[config.mk]
export PLATFORM = sky130hd
export DESIGN_NAME = vending_controller
export DESIGN_NICKNAME = d
export VERILOG_FILES = /design/src/rtl/vending_pkg.sv /design/src/rtl/vending_price_lut.sv /design/src/rtl/vending_controller.sv
export SDC_FILE = /design/constraint.sdc
export NUM_CORES = 1
export LEC_CHECK = 0
export CORE_MARGIN = 2
export CORE_UTILIZATION = 57
export CTS_CLUSTER_SIZE = 8
export DETAILED_ROUTE_END_ITERATION = 10
export PLACE_DENSITY = 0.87
export SLEW_MARGIN = 20
export SYNTH_ARGS = -nofsm -noshare
export SYNTH_HDL_FRONTEND = slang
export SYNTH_SLANG_ARGS = --single-unit
[constraint.sdc]
create_clock -name clk -period 4.1 [get_ports clk]
set_input_delay 0.82 -clock clk [delete_from_list [all_inputs] [get_ports clk]]
set_output_delay 0.82 -clock clk [all_outputs]
set_load 0.1 [all_outputs]
[src/rtl/vending_pkg.sv]
// Shared encodings, item/price table constants and state type for the vending controller.
// No logic of its own; helpers are pure combinational functions.
// No flow control involved.
package vending_pkg;

  localparam logic [2:0] CTRL_IDLE   = 3'b001;
  localparam logic [2:0] CTRL_PRICE  = 3'b010;
  localparam logic [2:0] CTRL_OOS    = 3'b011;
  localparam logic [2:0] CTRL_INSERT = 3'b100;
  localparam logic [2:0] CTRL_REFUND = 3'b101;

  localparam logic [7:0] ITEM_A2 = 8'hA2;
  localparam logic [7:0] ITEM_B3 = 8'hB3;
  localparam logic [7:0] ITEM_D5 = 8'hD5;
  localparam logic [7:0] ITEM_E8 = 8'hE8;

  localparam logic [3:0] PRICE_A2 = 4'd5;
  localparam logic [3:0] PRICE_B3 = 4'd4;
  localparam logic [3:0] PRICE_D5 = 4'd9;
  localparam logic [3:0] PRICE_E8 = 4'd3;

  localparam logic [1:0] COIN_NONE    = 2'b00;
  localparam logic [1:0] COIN_QUARTER = 2'b01;
  localparam logic [1:0] COIN_HALF    = 2'b10;
  localparam logic [1:0] COIN_DOLLAR  = 2'b11;

  localparam logic [4:0] MAX_CREDIT = 5'd12;

  typedef enum logic [2:0] {
    ST_IDLE,
    ST_KEY2,
    ST_DISP_PRICE,
    ST_DISP_OOS,
    ST_INSERT,
    ST_REFUND
  } state_t;

  typedef struct packed {
    logic       valid;
    logic [3:0] price;
    logic [1:0] index;
  } price_t;

  function automatic logic [4:0] coin_units(input logic [1:0] v);
    case (v)
      COIN_QUARTER: coin_units = 5'd1;
      COIN_HALF:    coin_units = 5'd2;
      COIN_DOLLAR:  coin_units = 5'd4;
      default:      coin_units = 5'd0;
    endcase
  endfunction

  function automatic logic [2:0] ctrl_of(input state_t s);
    case (s)
      ST_DISP_PRICE: ctrl_of = CTRL_PRICE;
      ST_DISP_OOS:   ctrl_of = CTRL_OOS;
      ST_INSERT:     ctrl_of = CTRL_INSERT;
      ST_REFUND:     ctrl_of = CTRL_REFUND;
      default:       ctrl_of = CTRL_IDLE;
    endcase
  endfunction

endpackage

[src/rtl/vending_price_lut.sv]
// Item code to {valid, price, index} lookup.
// Purely combinational, zero latency.
// No flow control.
module vending_price_lut
  import vending_pkg::*;
(
  input  logic [7:0] code,
  output price_t     info
);

  always_comb begin
    info = '0;
    case (code)
      ITEM_A2: info = '{valid: 1'b1, price: PRICE_A2, index: 2'd0};
      ITEM_B3: info = '{valid: 1'b1, price: PRICE_B3, index: 2'd1};
      ITEM_D5: info = '{valid: 1'b1, price: PRICE_D5, index: 2'd2};
      ITEM_E8: info = '{valid: 1'b1, price: PRICE_E8, index: 2'd3};
      default: info = '0;
    endcase
  end

endmodule

[src/rtl/vending_controller.sv]
// Vending sequencer: key selection, stock check, coin credit, vend and refund.
// All outputs registered; a decision on cycle N inputs appears on cycle N+1.
// No backpressure: strobes are consumed or rejected in the cycle they arrive.
module vending_controller
  import vending_pkg::*;
#(
  parameter int CNT_W          = 32,
  parameter int PRICE_HOLD     = 100000000,
  parameter int OOS_HOLD       = 100000000,
  parameter int REFUND_HOLD    = 150000000,
  parameter int INSERT_TIMEOUT = 500000000
) (
  input  logic       clk,
  input  logic       rst_n,
  input  logic       key_valid,
  input  logic [3:0] key_data,
  input  logic [3:0] stock_ok,
  input  logic       coin_valid,
  input  logic [1:0] coin_value,
  input  logic       cancel,
  output logic [2:0] control,
  output logic [7:0] itemcode,
  output logic [3:0] insertedmoney,
  output logic [3:0] refundmoney,
  output logic       vend,
  output logic [1:0] vend_item,
  output logic       coin_reject
);

  localparam logic [CNT_W-1:0] PRICE_LAST   = CNT_W'(PRICE_HOLD - 1);
  localparam logic [CNT_W-1:0] OOS_LAST     = CNT_W'(OOS_HOLD - 1);
  localparam logic [CNT_W-1:0] REFUND_LAST  = CNT_W'(REFUND_HOLD - 1);
  localparam logic [CNT_W-1:0] TIMEOUT_LAST = CNT_W'(INSERT_TIMEOUT - 1);

  state_t           state, state_n;
  logic [CNT_W-1:0] cnt, cnt_n;
  logic [2:0]       control_n;
  logic [7:0]       itemcode_n;
  logic [3:0]       ins_n, ref_n;
  logic             vend_n, reject_n;
  logic [1:0]       vend_item_n;
  logic [7:0]       lut_code;
  price_t           lut;
  logic [4:0]       sum;
  logic             coin_ok;

  // In KEY2 the candidate code is the first nibble plus the key arriving now.
  assign lut_code = (state == ST_KEY2) ? {itemcode[7:4], key_data} : itemcode;

  vending_price_lut u_lut (
    .code (lut_code),
    .info (lut)
  );

  assign sum = {1'b0, insertedmoney} + coin_units(coin_value);

  always_ff @(posedge clk or negedge rst_n) begin
    if (!rst_n) begin
      state         <= ST_IDLE;
      cnt           <= '0;
      control       <= CTRL_IDLE;
      itemcode      <= '0;
      insertedmoney <= '0;
      refundmoney   <= '0;
      vend          <= 1'b0;
      vend_item     <= '0;
      coin_reject   <= 1'b0;
    end else begin
      state         <= state_n;
      cnt           <= cnt_n;
      control       <= control_n;
      itemcode      <= itemcode_n;
      insertedmoney <= ins_n;
      refundmoney   <= ref_n;
      vend          <= vend_n;
      vend_item     <= vend_item_n;
      coin_reject   <= reject_n;
    end
  end

  always_comb begin
    state_n     = state;
    cnt_n       = cnt + CNT_W'(1);
    itemcode_n  = itemcode;
    ins_n       = insertedmoney;
    ref_n       = refundmoney;
    vend_n      = 1'b0;
    vend_item_n = vend_item;
    reject_n    = coin_valid && (state != ST_INSERT);
    coin_ok     = 1'b0;

    case (state)
      ST_IDLE: begin
        cnt_n = '0;
        if (key_valid) begin
          itemcode_n = {key_data, 4'h0};
          state_n    = ST_KEY2;
        end
      end

      ST_KEY2: begin
        cnt_n = '0;
        if (key_valid) begin
          if (!lut.valid) begin
            itemcode_n = '0;
            state_n    = ST_IDLE;
          end else begin
            itemcode_n = {itemcode[7:4], key_data};
            state_n    = stock_ok[lut.index] ? ST_DISP_PRICE : ST_DISP_OOS;
          end
        end
      end

      ST_DISP_PRICE: begin
        if (cnt == PRICE_LAST) begin
          state_n = ST_INSERT;
          ins_n   = '0;
          cnt_n   = '0;
        end
      end

      ST_DISP_OOS: begin
        if (cnt == OOS_LAST) begin
          state_n    = ST_IDLE;
          itemcode_n = '0;
          cnt_n      = '0;
        end
      end

      ST_INSERT: begin
        if (cancel) begin
          ref_n    = insertedmoney;
          state_n  = ST_REFUND;
          cnt_n    = '0;
          reject_n = coin_valid;
        end else begin
          if (coin_valid) begin
            if (coin_value == COIN_NONE || sum > MAX_CREDIT) begin
              reject_n = 1'b1;
            end else begin
              coin_ok = 1'b1;
              ins_n   = sum[3:0];
              cnt_n   = '0;
              if (sum >= {1'b0, lut.price}) begin
                vend_n      = 1'b1;
                vend_item_n = lut.index;
                ref_n       = sum[3:0] - lut.price;
                state_n     = ST_REFUND;
              end
            end
          end
          // An accepted coin restarts the idle window, so timeout only fires without one.
          if (!coin_ok && cnt == TIMEOUT_LAST) begin
            ref_n   = insertedmoney;
            state_n = ST_REFUND;
            cnt_n   = '0;
          end
        end
      end

      ST_REFUND: begin
        if (cnt == REFUND_LAST) begin
          state_n    = ST_IDLE;
          ins_n      = '0;
          ref_n      = '0;
          itemcode_n = '0;
          cnt_n      = '0;
        end
      end

      default: begin
        state_n = ST_IDLE;
        cnt_n   = '0;
      end
    endcase

    control_n = ctrl_of(state_n);
  end

endmodule

=== After elaboration in Yosys (flattened, before gate mapping) ===
Cells that the tools add are included.
W data, S select, Z words.

* Bitwise logic cells: 2
* Reduce and logical (&&, ||, !) cells: 15
* $lt $le $gt $ge: 3
* Multiplexer cells: 57
* Equal/unequal tests: 32
* Add/subtract/negate cells: 3

{| class="wikitable"
|+ Operators by type and width
! operator !! count
|-
| $mux W32 || 6
|-
| $pmux W32 S3 || 1
|-
| $mux W4 || 11
|-
| $mux W8 || 5
|-
| $add A32 B1 Y32 const B || 1
|-
| $eq A32 B27 Y1 const B || 1
|-
| $eq A32 B28 Y1 const B || 1
|-
| $eq A32 B29 Y1 const B || 1
|-
| $eq A8 B8 Y1 const B || 4
|-
| $pmux W8 S4 || 1
|-
| $mux W3 || 10
|-
| $pmux W7 S4 || 1
|-
| $ne A2 B2 Y1 const B || 9
|-
| $pmux W3 S6 || 1
|-
| $mux W1 || 15
|-
| $reduce_and A5 Y1 || 3
|-
| $eq A3 B2 Y1 const B || 4
|-
| $eq A3 B3 Y1 const B || 4
|-
| $ne A4 B4 Y1 const B || 3
|-
| $pmux W3 S4 || 1
|-
| $pmux W4 S3 || 1
|-
| $reduce_and A6 Y1 || 2
|-
| $pmux W3 S3 || 1
|-
| $pmux W4 S2 || 1
|-
| 21 further kinds || 24
|}

* Logic and storage cells: 122
* Output and inout port bits: 23
* Bits of input ports: 15
* Register bits after elaboration: 58

=== Longest topological paths before layout ===
* Depth in word-level cells: 16
* Gate-level depth with buffers: 13
* Depth with buffers taken out: 11

=== Cells and area by module ===
A second synthesis with hierarchy kept.

* Cells, all modules: 381
* Area, all modules: 3612.2 um2

{| class="wikitable"
|+ By module, submodules not included
! module !! times used !! sequential area each (um2) !! cells each !! area an instance (um2)
|-
| vending_controller || 1 || 1452.6 || 363 || 3509.6
|-
| vending_price_lut || 1 || 0.0 || 18 || 102.6
|}

=== Worst setup path after synthesis ===
No wires, ideal clock.

* Path kind: flip-flop to flip-flop
* Start point: register itemcode[0]
* End point: register refundmoney[0]
* Required time: 3.975 ns
* Setup slack: 0.658 ns
* Data arrival time: 3.316 ns
* Cell stages (with the launch flop): 11
* Path through: dfrtp_1 -> nor4bb_1 -> mux2i_1 -> or2_2 -> and2_1 -> ha_1 -> o21ai_0 -> o21ai_0 -> and4b_1 -> nor3_2 -> mux2_2

* Word-level cells in the longest chain between the ends: 10

{| class="wikitable"
|+ RTL lines
! element !! line !! text
|-
| start, declared || vending_controller.sv:22 || <nowiki>output logic [7:0] itemcode,</nowiki>
|-
| start signal, assigned || vending_controller.sv:72 || <nowiki>itemcode <= itemcode_n;</nowiki>
|-
| $mux W4 (*) || vending_controller.sv:48 || <nowiki>assign lut_code = (state == ST_KEY2) ? {itemcode[7:4], key_data} : itemcode;</nowiki>
|-
| $eq A8 B8 Y1 || vending_price_lut.sv:13 || <nowiki>case (code)</nowiki>
|-
| $pmux W7 S4 (*) || vending_price_lut.sv:13 ||
|-
| $sub A4 B4 Y4 || vending_controller.sv:147 || <nowiki>ref_n = sum[3:0] - lut.price;</nowiki>
|-
| $mux W4 || vending_controller.sv:144 || <nowiki>if (sum >= {1'b0, lut.price}) begin</nowiki>
|-
| $mux W4 || vending_controller.sv:138 || <nowiki>if (coin_value == COIN_NONE || sum > MAX_CREDIT) begin</nowiki>
|-
| $mux W4 || vending_controller.sv:137 || <nowiki>if (coin_valid) begin</nowiki>
|-
| $mux W4 || vending_controller.sv:153 || <nowiki>if (!coin_ok && cnt == TIMEOUT_LAST) begin</nowiki>
|-
| $mux W4 || vending_controller.sv:131 || <nowiki>if (cancel) begin</nowiki>
|-
| $pmux W4 S2 || vending_controller.sv:92 || <nowiki>case (state)</nowiki>
|-
| end signal, assigned || vending_controller.sv:74 || <nowiki>refundmoney <= ref_n;</nowiki>
|-
| end, declared || vending_controller.sv:24 || <nowiki>output logic [3:0] refundmoney,</nowiki>
|}

Mark *: on every way between the ends. The rest lies on a longest branch, timed or not. The select of a mux whose other input is x is not followed.
A chain may end at the register's enable or synchronous reset.

=== Final worst setup path ===
* Start point: input port key_data[3]
* End point: register refundmoney[2]

* Word-level cells in the longest chain between the ends: 10

{| class="wikitable"
|+ RTL lines
! element !! line !! text
|-
| start, declared || vending_controller.sv:16 || <nowiki>input logic [3:0] key_data,</nowiki>
|-
| $mux W4 (*) || vending_controller.sv:48 ||
|-
| $eq A8 B8 Y1 || vending_price_lut.sv:13 ||
|-
| $pmux W7 S4 (*) || vending_price_lut.sv:13 ||
|-
| $sub A4 B4 Y4 || vending_controller.sv:147 ||
|-
| $mux W4 || vending_controller.sv:144 ||
|-
| $mux W4 || vending_controller.sv:138 ||
|-
| $mux W4 || vending_controller.sv:137 ||
|-
| $mux W4 || vending_controller.sv:153 ||
|-
| $mux W4 || vending_controller.sv:131 ||
|-
| $pmux W4 S2 || vending_controller.sv:92 ||
|}

Marked as above.

==> impl_metrics.csv <==
group,metric,value,unit
grt,first_pass_grt_wire_length,14100,um
route,wl_met3,386,um
power,cellPowerDensity,394,nW/um2
route,detailed_route_vias_per_instance,5.89,
synth,async_flop_share,100,%
grt,grt_max_degree,43,
setup_path,required,4.33,ns
floorplanning,floorplan.core_area,5990,um2
floorplanning,die_height,83.3,um
final_layout,nets,447,
synth,synth_cell_type_count,60,
final_layout,number_of_diodes,0,
synth,yosys-top-cells-area,"dfrtp_1, xnor2_1, nor2_1",
floorplanning,row_count,28,
sta,fin_worst_hold_slack,0.492,ns
synth,syn_avg_cell_area,9.46,um2
clocking,cts_tree,"done",
synth,synth.top_cell.area_share,39.8,%
synth,mappedNetlistNets,404,
worst_hold_path,hold_path_class,"flip-flop to flip-flop",
final_layout,synthesis_to_finish_area_growth,18.8,%
sta,final_max_slew_viol_count,0,
setup_path,timing_worst_setup_path_type,"input port to flip-flop",
power,maximum_ir_drop_on_the_vdd_rail,243,uV
sta,max_clock_freq,0.264,GHz
sta,fin_worst_skew,0.0126,ns
clocking,count_of_buffers_added_by_post_cts_timing_repair_for_setup,0,
clocking,clock_pin_slew_on_the_worst_setup_and_hold_paths,0.07,ns
sta,fin_crit_sh,92.4,%
synth,synthDominantAreaCellType,"dfrtp_1",
grt,grt_util_all_layers,24.6,%
sta,final_setup_tns,0,ns
flow_run,drv.max_cap_violation_count,0,
route,routed-wl-met2,4000,um
synth,synthCells,379,
clocking,cts_max_path_buffers,2,
grt,antenna_found_initial,0,
placed_design,finalWeightedCongestion,0.915,
synth,synth_edf_count,0,
grt,grt_overflow,0,
route,drtIter0Drc,211,
route,final_antenna_net_count,0,
synth,yosysSeqAreaShare,40.5,%
clocking,cts-hold-fix-buffers,0,
sta,worst_pin_slew,0.986,ns
route,route.final.wire_length,8040,um
synth,postSynthRegisterBits,58,
clocking,clkSinkCount,58,
sta,report.final.hold_viol_count,0,
route,drc,0,
clocking,cts_repair_resize_count,0,
route,top_metal_layer_carrying_routed_signals,"met4",
clocking,cts-root-buf,"clkbuf_8",
setup_path,cp.arrival,4.02,ns
floorplanning,fp.dieW,83.3,um
floorplanning,initial_utilization,59.8,%
setup_path,setup.worst_path.end_class,"flip-flop",
placed_design,number_of_buffers_added_on_ports,37,
power,power.leakage,1.74,nW
clocking,htree_num_levels,3,
grt,vias_in_the_first_global_route,3131,
route,dr.pass1.iters,4,
final_layout,drive_gt1_share,9.84,%
setup_path,start_kind,"input port",
placed_design,hpwlAfterDp,5660,um
route,drt-met1-wl,3480,um
sta,finalWorstPathRequiredPeriod,3.79,ns
synth,predominant_post_synthesis_flop_cell,"dfrtp_1",
clocking,worst_skew_pair.late_latency,0.35,ns
route,vias,2959,
sta,rsz0062_at_grt,"no",
clocking,cts_buffers,9,
route,drt-wirelength-per-cell,16.0,um
synth,netlist_area,3580,um2
sta,timing.max_slew.rel_slack,34.0,%
setup_path,timing.critical_path.fanout_max,6,
floorplanning,fp.dieArea,6940,um2
sta,timing.final.setup_violations,0,
synth,yosysWarningCount,0,
floorplanning,design.portCount,38,
run_status,status,"finished clean",
kinds of logic (layout without fill, tap and decap cells):
kind of cell | after synthesis | count (layout) | share of synthesized area (%)
buf+inv | 24 | 72 | 2.90
simple gates | 189 | 189 | 29.4
compound gates | 47 | 47 | 10.1
fa+ha+maj | 10 | 10 | 3.91
flops | 58 | 58 | 40.5
mux | 16 | 16 | 4.64
xor+xnor | 35 | 35 | 8.55
critical path: stages:
cell	delay, ns
clkdlybuf4s50_1	0.51
nor4bb_1	0.33
mux2i_1	0.16
or2_2	0.37
and2_1	0.19
ha_1	0.34
o21ai_0	0.08
o21ai_0	0.24
and4b_1	0.25
nor3_2	0.35
mux2_2	0.38
power by group:
group / internal, mW / total, mW / switching [mW]
combinational: 0.134 / 0.434 / 0.299
sequential: 0.601 / 0.647 / 0.0461
clock: 0.357 / 0.596 / 0.239
total: 1.09 / 1.68 / 0.585
area by class of cell:
cell class	instances	area (um2)
Inverter	15	56.3
Timing Repair Buffer	41	408
Tap cell	75	93.8
Fill cell	428	1730
Clock inverter	5	77.6
Multi-Input combinational cell	297	2030
Sequential cell	58	1450
Clock buffer	11	141
state kept, by name, summed over array words and instances, names as in the netlist:
register and flops:
refundmoney 4, coin_reject 1, insertedmoney 4, cnt 32
control 3, state 3, vend 1, itemcode 8
vend_item 2
final timing paths:
kind / startpoint / end / slack (ns) / cells past startpoint
max: key_data[3] / refundmoney[2]$_DFFE_PN0P_ / 0.31 / 11
min: cnt[0]$_DFF_PN0_ / cnt[0]$_DFF_PN0_ / 0.49 / 1
min in group asynchronous: rst_n / itemcode[3]$_DFFE_PN0P_ / 0.61 / 1
max in group asynchronous: rst_n / cnt[22]$_DFF_PN0_ / 2.72 / 2
max reg2reg: state[0]$_DFF_PN0_ / refundmoney[2]$_DFFE_PN0P_ / 0.49 / 10
min reg2reg: cnt[0]$_DFF_PN0_ / cnt[0]$_DFF_PN0_ / 0.49 / 1
metal layers:
| metal | global-route usage, % | vias up |
|---|---|---|
| met5 | 0 | - |
| met4 | 10.9 | 0 |
| met3 | 5.07 | 19 |
| met2 | 42.7 | 86 |
| met1 | 29.3 | 1424 |
| li1 | - | 1430 |
cell usage after synthesis, types with 5 or more instances:
cell,instances
nand2_1,38
nor3_1,9
a211oi_1,6
a21oi_1,7
nor2_1,50
nand3_1,18
mux2i_1,11
xor2_1,12
and2_1,6
buf_2,5
ha_1,8
and3_1,7
xnor2_1,23
nor4_1,5
mux2_2,5
dfrtp_1,57
a21o_1,8
inv_1,15
nand4_1,8
and4_1,6
cells in the final DEF, fill, tap and decap left out, types with 7 or more instances in the layout:
| master | Yosys | routed |
|---|---|---|
| a21o_1 | 8 | 8 |
| nor2_1 | 50 | 50 |
| mux2i_1 | 11 | 11 |
| xnor2_1 | 23 | 23 |
| nor3_1 | 9 | 9 |
| xor2_1 | 12 | 12 |
| clkdlybuf4s50_1 | 0 | 36 |
| a21oi_1 | 7 | 7 |
| dfrtp_1 | 57 | 57 |
| inv_1 | 15 | 15 |
| ha_1 | 8 | 8 |
| nand4_1 | 8 | 8 |
| and3_1 | 7 | 7 |
| nand3_1 | 18 | 18 |
| nand2_1 | 38 | 38 |
| clkbuf_8 | 0 | 10 |
stage by stage:
step	util (%)	instances	instance area, um2	setup WS (ns)	power [mW]
6_report	71.1	502	4260	0.311	1.68
2_1_floorplan	-	379	3580	0.658	0.973
3_3_place_gp	67.4	486	4040	0.197	1.08
4_1_cts	71.1	502	4260	0.373	1.68
3_5_place_dp	67.4	486	4040	0.0265	1.09
5_1_grt	71.1	502	4260	0.107	1.74
Note: power is estimated with default switching activity, not from simulation.
